**src/rtl/reg_file_2r1w_pc.sv**
```systemverilog
// reg_file_2r1w_pc: NUM_REGS x WIDTH register file, two bypassed read ports, one write port,
// top register doubles as an auto-incrementing program counter.
module reg_file_2r1w_pc #(
  parameter int WIDTH    = 32,
  parameter int NUM_REGS = 16,
  parameter int ADDR_W   = 4,
  parameter int PC_INC   = 4,
  parameter bit REG_OUT  = 1'b0
) (
  input  logic              clk,
  input  logic              reset,
  input  logic              we,
  input  logic [ADDR_W-1:0] wa,
  input  logic [WIDTH-1:0]  wd,
  input  logic [ADDR_W-1:0] ra,
  input  logic [ADDR_W-1:0] rb,
  input  logic              pc_en,
  output logic [WIDTH-1:0]  rd_a,
  output logic [WIDTH-1:0]  rd_b,
  output logic [WIDTH-1:0]  pc_out
);
  localparam int PCIDX = NUM_REGS - 1;
  logic [WIDTH-1:0] regs_q [NUM_REGS];
  logic [WIDTH-1:0] regs_d [NUM_REGS];
  logic [WIDTH-1:0] rd_a_q, rd_a_d, rd_b_q, rd_b_d;
  always_comb begin
    for (int i = 0; i < NUM_REGS; i++)
      regs_d[i] = (we && wa == ADDR_W'(i)) ? wd :
                  (i == PCIDX && pc_en)    ? regs_q[i] + WIDTH'(PC_INC) : regs_q[i];
  end
  // Bypass shows the write data on the same cycle; the PC increment is not bypassed.
  always_comb begin
    rd_a_d = (we && wa == ra) ? wd : regs_q[ra];
    rd_b_d = (we && wa == rb) ? wd : regs_q[rb];
  end
  always_ff @(posedge clk) begin
    if (reset) begin
      for (int i = 0; i < NUM_REGS; i++) regs_q[i] <= '0;
      rd_a_q <= '0;
      rd_b_q <= '0;
    end else begin
      regs_q <= regs_d;
      rd_a_q <= rd_a_d;
      rd_b_q <= rd_b_d;
    end
  end
  assign rd_a   = REG_OUT ? rd_a_q : rd_a_d;
  assign rd_b   = REG_OUT ? rd_b_q : rd_b_d;
  assign pc_out = regs_q[PCIDX];
endmodule

```
**config.mk**
```make
export PLATFORM = sky130hd
export DESIGN_NAME = reg_file_2r1w_pc
export DESIGN_NICKNAME = d
export VERILOG_FILES = /design/src/rtl/reg_file_2r1w_pc.sv
export SDC_FILE = /design/constraint.sdc
export NUM_CORES = 1
export LEC_CHECK = 0
export BUFFER_PORTS_ARGS = -buffer_cell sky130_fd_sc_hd__buf_4
export CORE_UTILIZATION = 60
export CTS_CLUSTER_SIZE = 30
export DETAILED_ROUTE_END_ITERATION = 10
export MAX_ROUTING_LAYER = met4
export PLACE_DENSITY = 0.83
export SETUP_SLACK_MARGIN = 0.1
export SLEW_MARGIN = 20
export SYNTH_ARGS = -nofsm -noshare
export SYNTH_HDL_FRONTEND = slang
export SYNTH_SLANG_ARGS = --single-unit
```
**constraint.sdc**
```tcl
create_clock -name clk -period 6.41 [get_ports clk]
set_input_delay 0.641 -clock clk [delete_from_list [all_inputs] [get_ports clk]]
set_output_delay 0.641 -clock clk [all_outputs]
set_load 0.02 [all_outputs]
```
==> impl_metrics.py, run 1 <==
metrics = {
    "outcome": {
        "status": "complete, no violations",
    },
    "yosys": {
        "synth_cell_type_count": 50,
        "synth_seq_cells": 512,
        "yosys.area.top_type": "dfxtp_1",
        "syn_area_per_cell_sq_um": 8.79,
        "synthArstFlopShare_pct": 0,
        "ys.flop_type": "dfxtp_1",
        "synth_area_leaders": "dfxtp_1, mux4_2, nand2_1, a21oi_1, clkbuf_1",
        "yosysWarningCount": 0,
        "synth-edff-count": 0,
        "syn_nets": 3116,
        "netlist_area_sq_mm": 0.0270,
        "ys_seq_area_share_pct": 38.0,
        "synth_top_area_share_pct": 38.0,
        "syn_inst": 3067,
    },
    "die": {
        "core_area_sq_mm": 0.0442,
        "ioPinCount": 144,
        "core.rowCount": 77,
        "dieWidth_um": 214,
        "dieArea_sq_mm": 0.0458,
        "initial_utilization_pct": 60.9,
        "die_h_um": 214,
    },
    "clock_network": {
        "ctsResizeCount": 0,
        "insertion_delay_ns": 0.61,
        "clockBufferDepth": 3,
        "cts_setup_buffers": 0,
        "cts_tree": "built",
        "clkSlewWorstSetupHoldPaths_ns": 0.07,
        "cts_buffers": 52,
        "cts_hold_buf": 0,
        "h-tree-depth": 2,
        "cts.sinks": 512,
        "cts-root-buf": "clkbuf_16",
    },
    "route": {
        "vias_per_cell": 7.08,
        "dr.pass1.iters": 9,
        "wl_um": 92500,
        "post-route-drc-count": 0,
        "vias": 25500,
        "wire_per_inst_um": 25.7,
        "ant_nets": 0,
        "drtIter0Drc": 4250,
    },
    "setup_path": {
        "crit_chain": "buf_6 -> buf_12 -> mux4_2 -> a22oi_1 -> nand2_1 -> mux2_2 -> buf_4",
        "critical_path.max_fanout": 67,
        "critPathArrivalTime_ns": 3.18,
        "critPathRequiredTime_ns": 5.77,
        "crit_slowest_cell": "mux4_2",
        "r2r-end": "pc_out[21]$_SDFFE_PP0P_",
        "reg2reg_slack_ns": 3.57,
        "crit_cells": 7,
        "cp.buffers_inverters": 3,
        "worstReg2RegStart": "pc_out[4]$_SDFFE_PP0P_",
        "cp_top_family": "buffers and inverters",
        "endpoint_kind": "output port",
        "reg2reg_depth": 4,
        "start_kind": "input pin",
        "path_class": "in2out",
        "slowest_delay_ns": 0.57,
    },
    "power": {
        "power.net_switching_w": 0.00185,
        "p_leak_nw": 10.1,
        "power_frac_clock_pct": 46.6,
        "seq_power_share_pct": 44.5,
        "swShare_pct": 25.1,
        "p_int_w": 0.00552,
        "total_power_w": 0.00737,
        "p_comb_share_pct": 8.9,
        "ir_worst_vdd_uv": 231,
        "power.density_mw_per_mm2": 246,
    },
    "grt": {
        "grt_max_degree": 220,
        "use_met1_pct": 47.5,
        "grt_pass1_wl_um": 141000,
        "grt.busiest_layer": "met2",
        "grt_use_met3_pct": 8.97,
        "met2_usage_pct": 61.8,
        "grt-ovfl-total": 0,
        "grt_pass1_vias": 25400,
        "grt_usage_pct": 40.7,
        "antenna_found_initial": 2,
    },
    "min_path": {
        "min_path_cells": 3,
        "hold_path_class": "in2reg",
        "whs_endpoint": "regs_q[354]$_SDFFE_PP0P_",
        "holdCritStartpoint": "wd[2]",
    },
    "timing": {
        "period_minus_slack_ns": 3.82,
        "tns_ns": 0,
        "rsz0062_at_grt": "false",
        "worst_pin_slew_ns": 1.27,
        "finalHoldViolations": 0,
        "fin_crit_sh_pct": 59.6,
        "worst_slew_margin_rel_pct": 15.4,
        "setup_violations": 0,
        "fmax_mhz": 262,
        "finalClockSkew_ns": 0.0111,
        "slew_violations": 0,
    },
    "place": {
        "dpl.hpwl_um": 53900,
        "portBuffers": 143,
        "gp_congestion": 0.886,
    },
    "layout": {
        "drive_gt1_share_pct": 21.4,
        "multiInputGateArea_sq_mm": 0.0154,
        "seq_area_sq_mm": 0.0102,
        "fin_util_pct": 67.8,
        "nets": 3006,
        "num-fill-cells": 3217,
        "most-common-layout-cells": "nand2_1, dfxtp_1, a21oi_1",
        "layout_commonest_cell": "nand2_1",
        "syn_to_final_growth_pct": 11.2,
    },
    "flow_run": {
        "cap_violations": 0,
    },
}
worst max-delay path by stage:
| stage | startpoint | endpoint | slack [ns] |
|---|---|---|---|
| floorplan | rb[0] | rd_b[11] | 3.26 |
| global placement | rb[0] | rd_b[25] | 2.59 |
| detailed placement | rb[0] | rd_b[30] | 2.57 |
| CTS | rb[0] | rd_b[30] | 2.57 |
| global route | rb[0] | rd_b[18] | 2.42 |
| finish | rb[1] | rd_b[3] | 2.59 |
through the flow:
| stage | std cells | setup WS, ns | hold slack (ns) | cell area, sq um |
|---|---|---|---|---|
| finish | 3595 | 2.59 | 0.376 | 30000 |
| global route | 3594 | 2.42 | 0.383 | 30000 |
| CTS | 3589 | 2.57 | 0.368 | 29900 |
| detailed placement | 3492 | 2.57 | 0.459 | 27900 |
| global placement | 3490 | 2.59 | 0.448 | 27900 |
| floorplan | 3067 | 3.26 | 0.440 | 27000 |
cells in the mapped netlist, types with 2 or more instances:
cell type / count
o21ai_0: 6
mux4_2: 256
clkbuf_1: 270
mux2i_1: 3
inv_1: 6
a21oi_1: 482
nand3_1: 16
mux2_2: 64
buf_4: 32
nand4_1: 11
a211oi_1: 18
xor2_1: 9
nand2_1: 1051
a31oi_1: 3
nor2b_1: 8
xnor2_1: 10
buf_1: 41
o211ai_1: 2
and3_1: 2
dfxtp_1: 512
nor3_1: 8
and2_0: 2
buf_2: 16
or4_1: 4
a22oi_1: 124
a311oi_1: 8
mux4_1: 2
or3_1: 6
nand2b_1: 3
and4_1: 7
nor2_1: 44
and3b_1: 2
nand3b_1: 3
nor4_1: 20
flip-flops by register name, summed over array words and instances (netlist names):
signal / flops
pc_out: 32
regs_q: 480
layout make-up:
cell class / instances / share of cell area, %
flip-flops and latches: 512 / 34.2
clock inverters: 24 / 1.22
repair buffers: 195 / 5.36
multi-input cells: 2190 / 51.4
diodes: 3 / 0.0251
inverters: 6 / 0.0752
clock buffers: 73 / 5.24
well taps: 592 / 2.47
metal layers:
metal / up-vias / wire length [um] / share of wire [%]
met2: 2232 / 42300 / 46
met1: 12100 / 31000 / 34
li1: 10500 / - / -
met3: 622 / 12300 / 13
met4: 0 / 6880 / 7.4
met5: - / 0 / 0
cells by family (layout without fill, tap and decap cells):
logic type,Yosys count,after routing,share of synthesized area (%)
flops,512,512,38.0
fa+ha+maj,1,1,0.0464
compound gates,651,651,13.7
xor+xnor,19,19,0.617
other cells,0,3,0
simple gates,1194,1194,17.6
buf+inv,365,298,5.60
mux,325,325,24.4
worst min-delay path, delay by kind of cell:
kind	cells	cell delay [ns]
AO/OA/AOI/OAI	1	0.05
AND/OR/NAND/NOR	1	0.07
buffers and inverters	1	0.18
power groups by stage:
stage | logic (W) | clock network (W) | registers (W)
after floorplan | 0.000442 | 0 | 0.00332
after global placement | 0.000613 | 0 | 0.00334
after detailed placement | 0.000628 | 0 | 0.00334
after CTS | 0.000632 | 0.00342 | 0.00327
after global routing | 0.000678 | 0.00355 | 0.00328
final | 0.000656 | 0.00344 | 0.00328
Power figures use the tool's default switching activity.
==> inputs of run 2 (changes only) <==
--- a/config.mk
+++ b/config.mk
@@ -6,11 +6,11 @@
 export NUM_CORES = 1
 export LEC_CHECK = 0
 export BUFFER_PORTS_ARGS = -buffer_cell sky130_fd_sc_hd__buf_4
-export CORE_UTILIZATION = 60
+export CORE_UTILIZATION = 56
 export CTS_CLUSTER_SIZE = 30
 export DETAILED_ROUTE_END_ITERATION = 10
 export MAX_ROUTING_LAYER = met4
-export PLACE_DENSITY = 0.83
+export PLACE_DENSITY = 0.82
 export SETUP_SLACK_MARGIN = 0.1
 export SLEW_MARGIN = 20
 export SYNTH_ARGS = -nofsm -noshare
==> constraint.sdc (replaced) <==
create_clock -name clk -period 3.15 [get_ports clk]
set_input_delay 0.315 -clock clk [delete_from_list [all_inputs] [get_ports clk]]
set_output_delay 0.315 -clock clk [all_outputs]
set_load 0.02 [all_outputs]
==> run 2 against run 1 <==
Effect of this change: sequential share of layout area is 0.53 points lower; wire length is 4.4% higher; first-iteration DRC count is 6.9% higher; worst hold slack worse by 0.34 ns; total power is 97% higher; non-clock buffer count is 45 higher; setup slack worse by 2.2 ns; sequential cell count stayed put; critical path type is now reg2out; combinational power is 120% higher; clock skew is 0.020 ns higher; cell area is 1.6% higher.
==> impl_metrics.py, run 2 (synthesis results as in run 1) <==
metrics = {
    "route": {
        "post-route-drc-count": 0,
        "vias_per_cell": 7.04,
        "drtIter0Drc": 4545,
        "ant_nets": 0,
        "wl_um": 96500,
        "dr.pass1.iters": 6,
        "wire_per_inst_um": 26.3,
        "vias": 25800,
    },
    "clock_network": {
        "cts_buffers": 53,
        "cts-root-buf": "clkbuf_16",
        "clockBufferDepth": 3,
        "cts_hold_buf": 0,
        "cts_setup_buffers": 0,
        "cts.sinks": 512,
        "ctsResizeCount": 0,
        "h-tree-depth": 2,
        "insertion_delay_ns": 0.63,
        "clkSlewWorstSetupHoldPaths_ns": 0.06,
        "cts_tree": "built",
    },
    "layout": {
        "multiInputGateArea_sq_mm": 0.0154,
        "syn_to_final_growth_pct": 12.9,
        "seq_area_sq_mm": 0.0102,
        "largest_reg_flops": 480,
        "fin_area_sq_mm": 0.0304,
        "nets": 3052,
        "top_register": "regs_q",
        "fin_cells": 3668,
        "layout_commonest_cell": "nand2_1",
        "drive_gt1_share_pct": 22.4,
        "most-common-layout-cells": "nand2_1, dfxtp_1, a21oi_1",
        "num-fill-cells": 3633,
    },
    "timing": {
        "fmax_mhz": 360,
        "finalHoldViolations": 0,
        "setup_violations": 0,
        "period_minus_slack_ns": 2.78,
        "slew_violations": 0,
        "worst_slew_margin_rel_pct": 33.2,
        "rsz0062_at_grt": "false",
        "finalClockSkew_ns": 0.0310,
        "tns_ns": 0,
        "worst_pin_slew_ns": 0.999,
        "holdWs_ns": 0.0343,
        "fin_crit_sh_pct": 88.2,
    },
    "place": {
        "dpl-instance-area_sq_mm": 0.0286,
        "portBuffers": 143,
        "placed_cells": 3563,
        "dpl.hpwl_um": 59700,
        "gp_congestion": 0.952,
    },
    "setup_path": {
        "crit_slowest_cell": "mux4_2",
        "worstReg2RegStart": "pc_out[5]$_SDFFE_PP0P_",
        "cp.buffers_inverters": 1,
        "path_class": "reg2out",
        "critical_path.max_fanout": 8,
        "critPathRequiredTime_ns": 2.83,
        "cp_top_family": "multiplexers",
        "critPathArrivalTime_ns": 2.46,
        "r2r-end": "pc_out[21]$_SDFFE_PP0P_",
        "endpoint_kind": "output port",
        "crit_chain": "mux4_2 -> a22oi_1 -> nand2_1 -> mux2_2 -> buf_4",
        "slowest_delay_ns": 0.53,
        "start_kind": "register",
        "reg2reg_slack_ns": 0.50,
        "reg2reg_depth": 4,
    },
    "die": {
        "dieWidth_um": 221,
        "initial_utilization_pct": 56.6,
        "dieArea_sq_mm": 0.0490,
        "core.rowCount": 80,
        "core_area_sq_mm": 0.0476,
        "die_h_um": 221,
        "ioPinCount": 144,
    },
    "min_path": {
        "min_path_cells": 3,
        "whs_endpoint": "regs_q[69]$_SDFFE_PP0P_",
        "holdCritStartpoint": "wd[5]",
        "hold_path_class": "in2reg",
    },
    "grt": {
        "grt_usage_pct": 39.9,
        "grt_pass1_vias": 25500,
        "grt_pass1_wl_um": 146000,
        "antenna_found_initial": 8,
        "grt_max_degree": 139,
        "grt-ovfl-total": 0,
    },
    "power": {
        "total_power_w": 0.0145,
        "ir_worst_vdd_uv": 381,
        "power.density_mw_per_mm2": 476,
        "p_leak_nw": 10.3,
    },
    "outcome": {
        "status": "complete, no violations",
    },
    "flow_run": {
        "cap_violations": 0,
    },
}
==> run 2: per-layer routing <==
layer	wire length, um	up-vias	global-route usage (%)
li1	-	10600	-
met1	31700	12200	46.8
met2	43300	2378	59.1
met3	14200	663	11.4
met4	7340	0	28.2
met5	0	-	-
==> run 2: where the power goes <==
| part | leakage, nW | total [W] | internal (W) | switching [W] |
|---|---|---|---|---|
| Sequential | 4.13 | 0.00666 | 0.00657 | 0.0000945 |
| Combinational | 5.33 | 0.00143 | 0.000507 | 0.000921 |
| Clock | 0.883 | 0.00640 | 0.00365 | 0.00275 |
| Total | 10.3 | 0.0145 | 0.0107 | 0.00376 |
==> run 2: worst min-delay path, cell delays in order <==
cell and delay, ns:
buf_4 0.18, nand2_1 0.07, a21oi_1 0.05
==> run 2: metrics by stage <==
step                util, %  worst slack, ns
detailed placement     60.1            0.539
global route           63.9            0.366
CTS                    63.8            0.400
floorplan                 -            0.652
finish                 63.9            0.371
global placement       60.1            0.566
==> run 2: layout make-up <==
class	count	area share (%)
Clock buffer	74	5.18
Multi-Input combinational cell	2190	50.5
Inverter	6	0.0740
Sequential cell	512	33.7
Timing Repair Buffer	240	7.33
Antenna cell	11	0.0904
Clock inverter	20	0.612
Tap cell	615	2.53
==> run 2: how the worst max path moves through the flow <==
stage	endpoint	cells past startpoint	start	slack, ns
after detailed placement	rd_a[21]	7	ra[0]	0.54
final	rd_a[2]	5	pc_out[2]$_SDFFE_PP0P_	0.37
after floorplan	rd_b[11]	6	rb[0]	0.65
after CTS	rd_b[2]	5	pc_out[2]$_SDFFE_PP0P_	0.40
after global routing	rd_b[2]	5	pc_out[2]$_SDFFE_PP0P_	0.37
after global placement	rd_b[21]	7	rb[0]	0.57
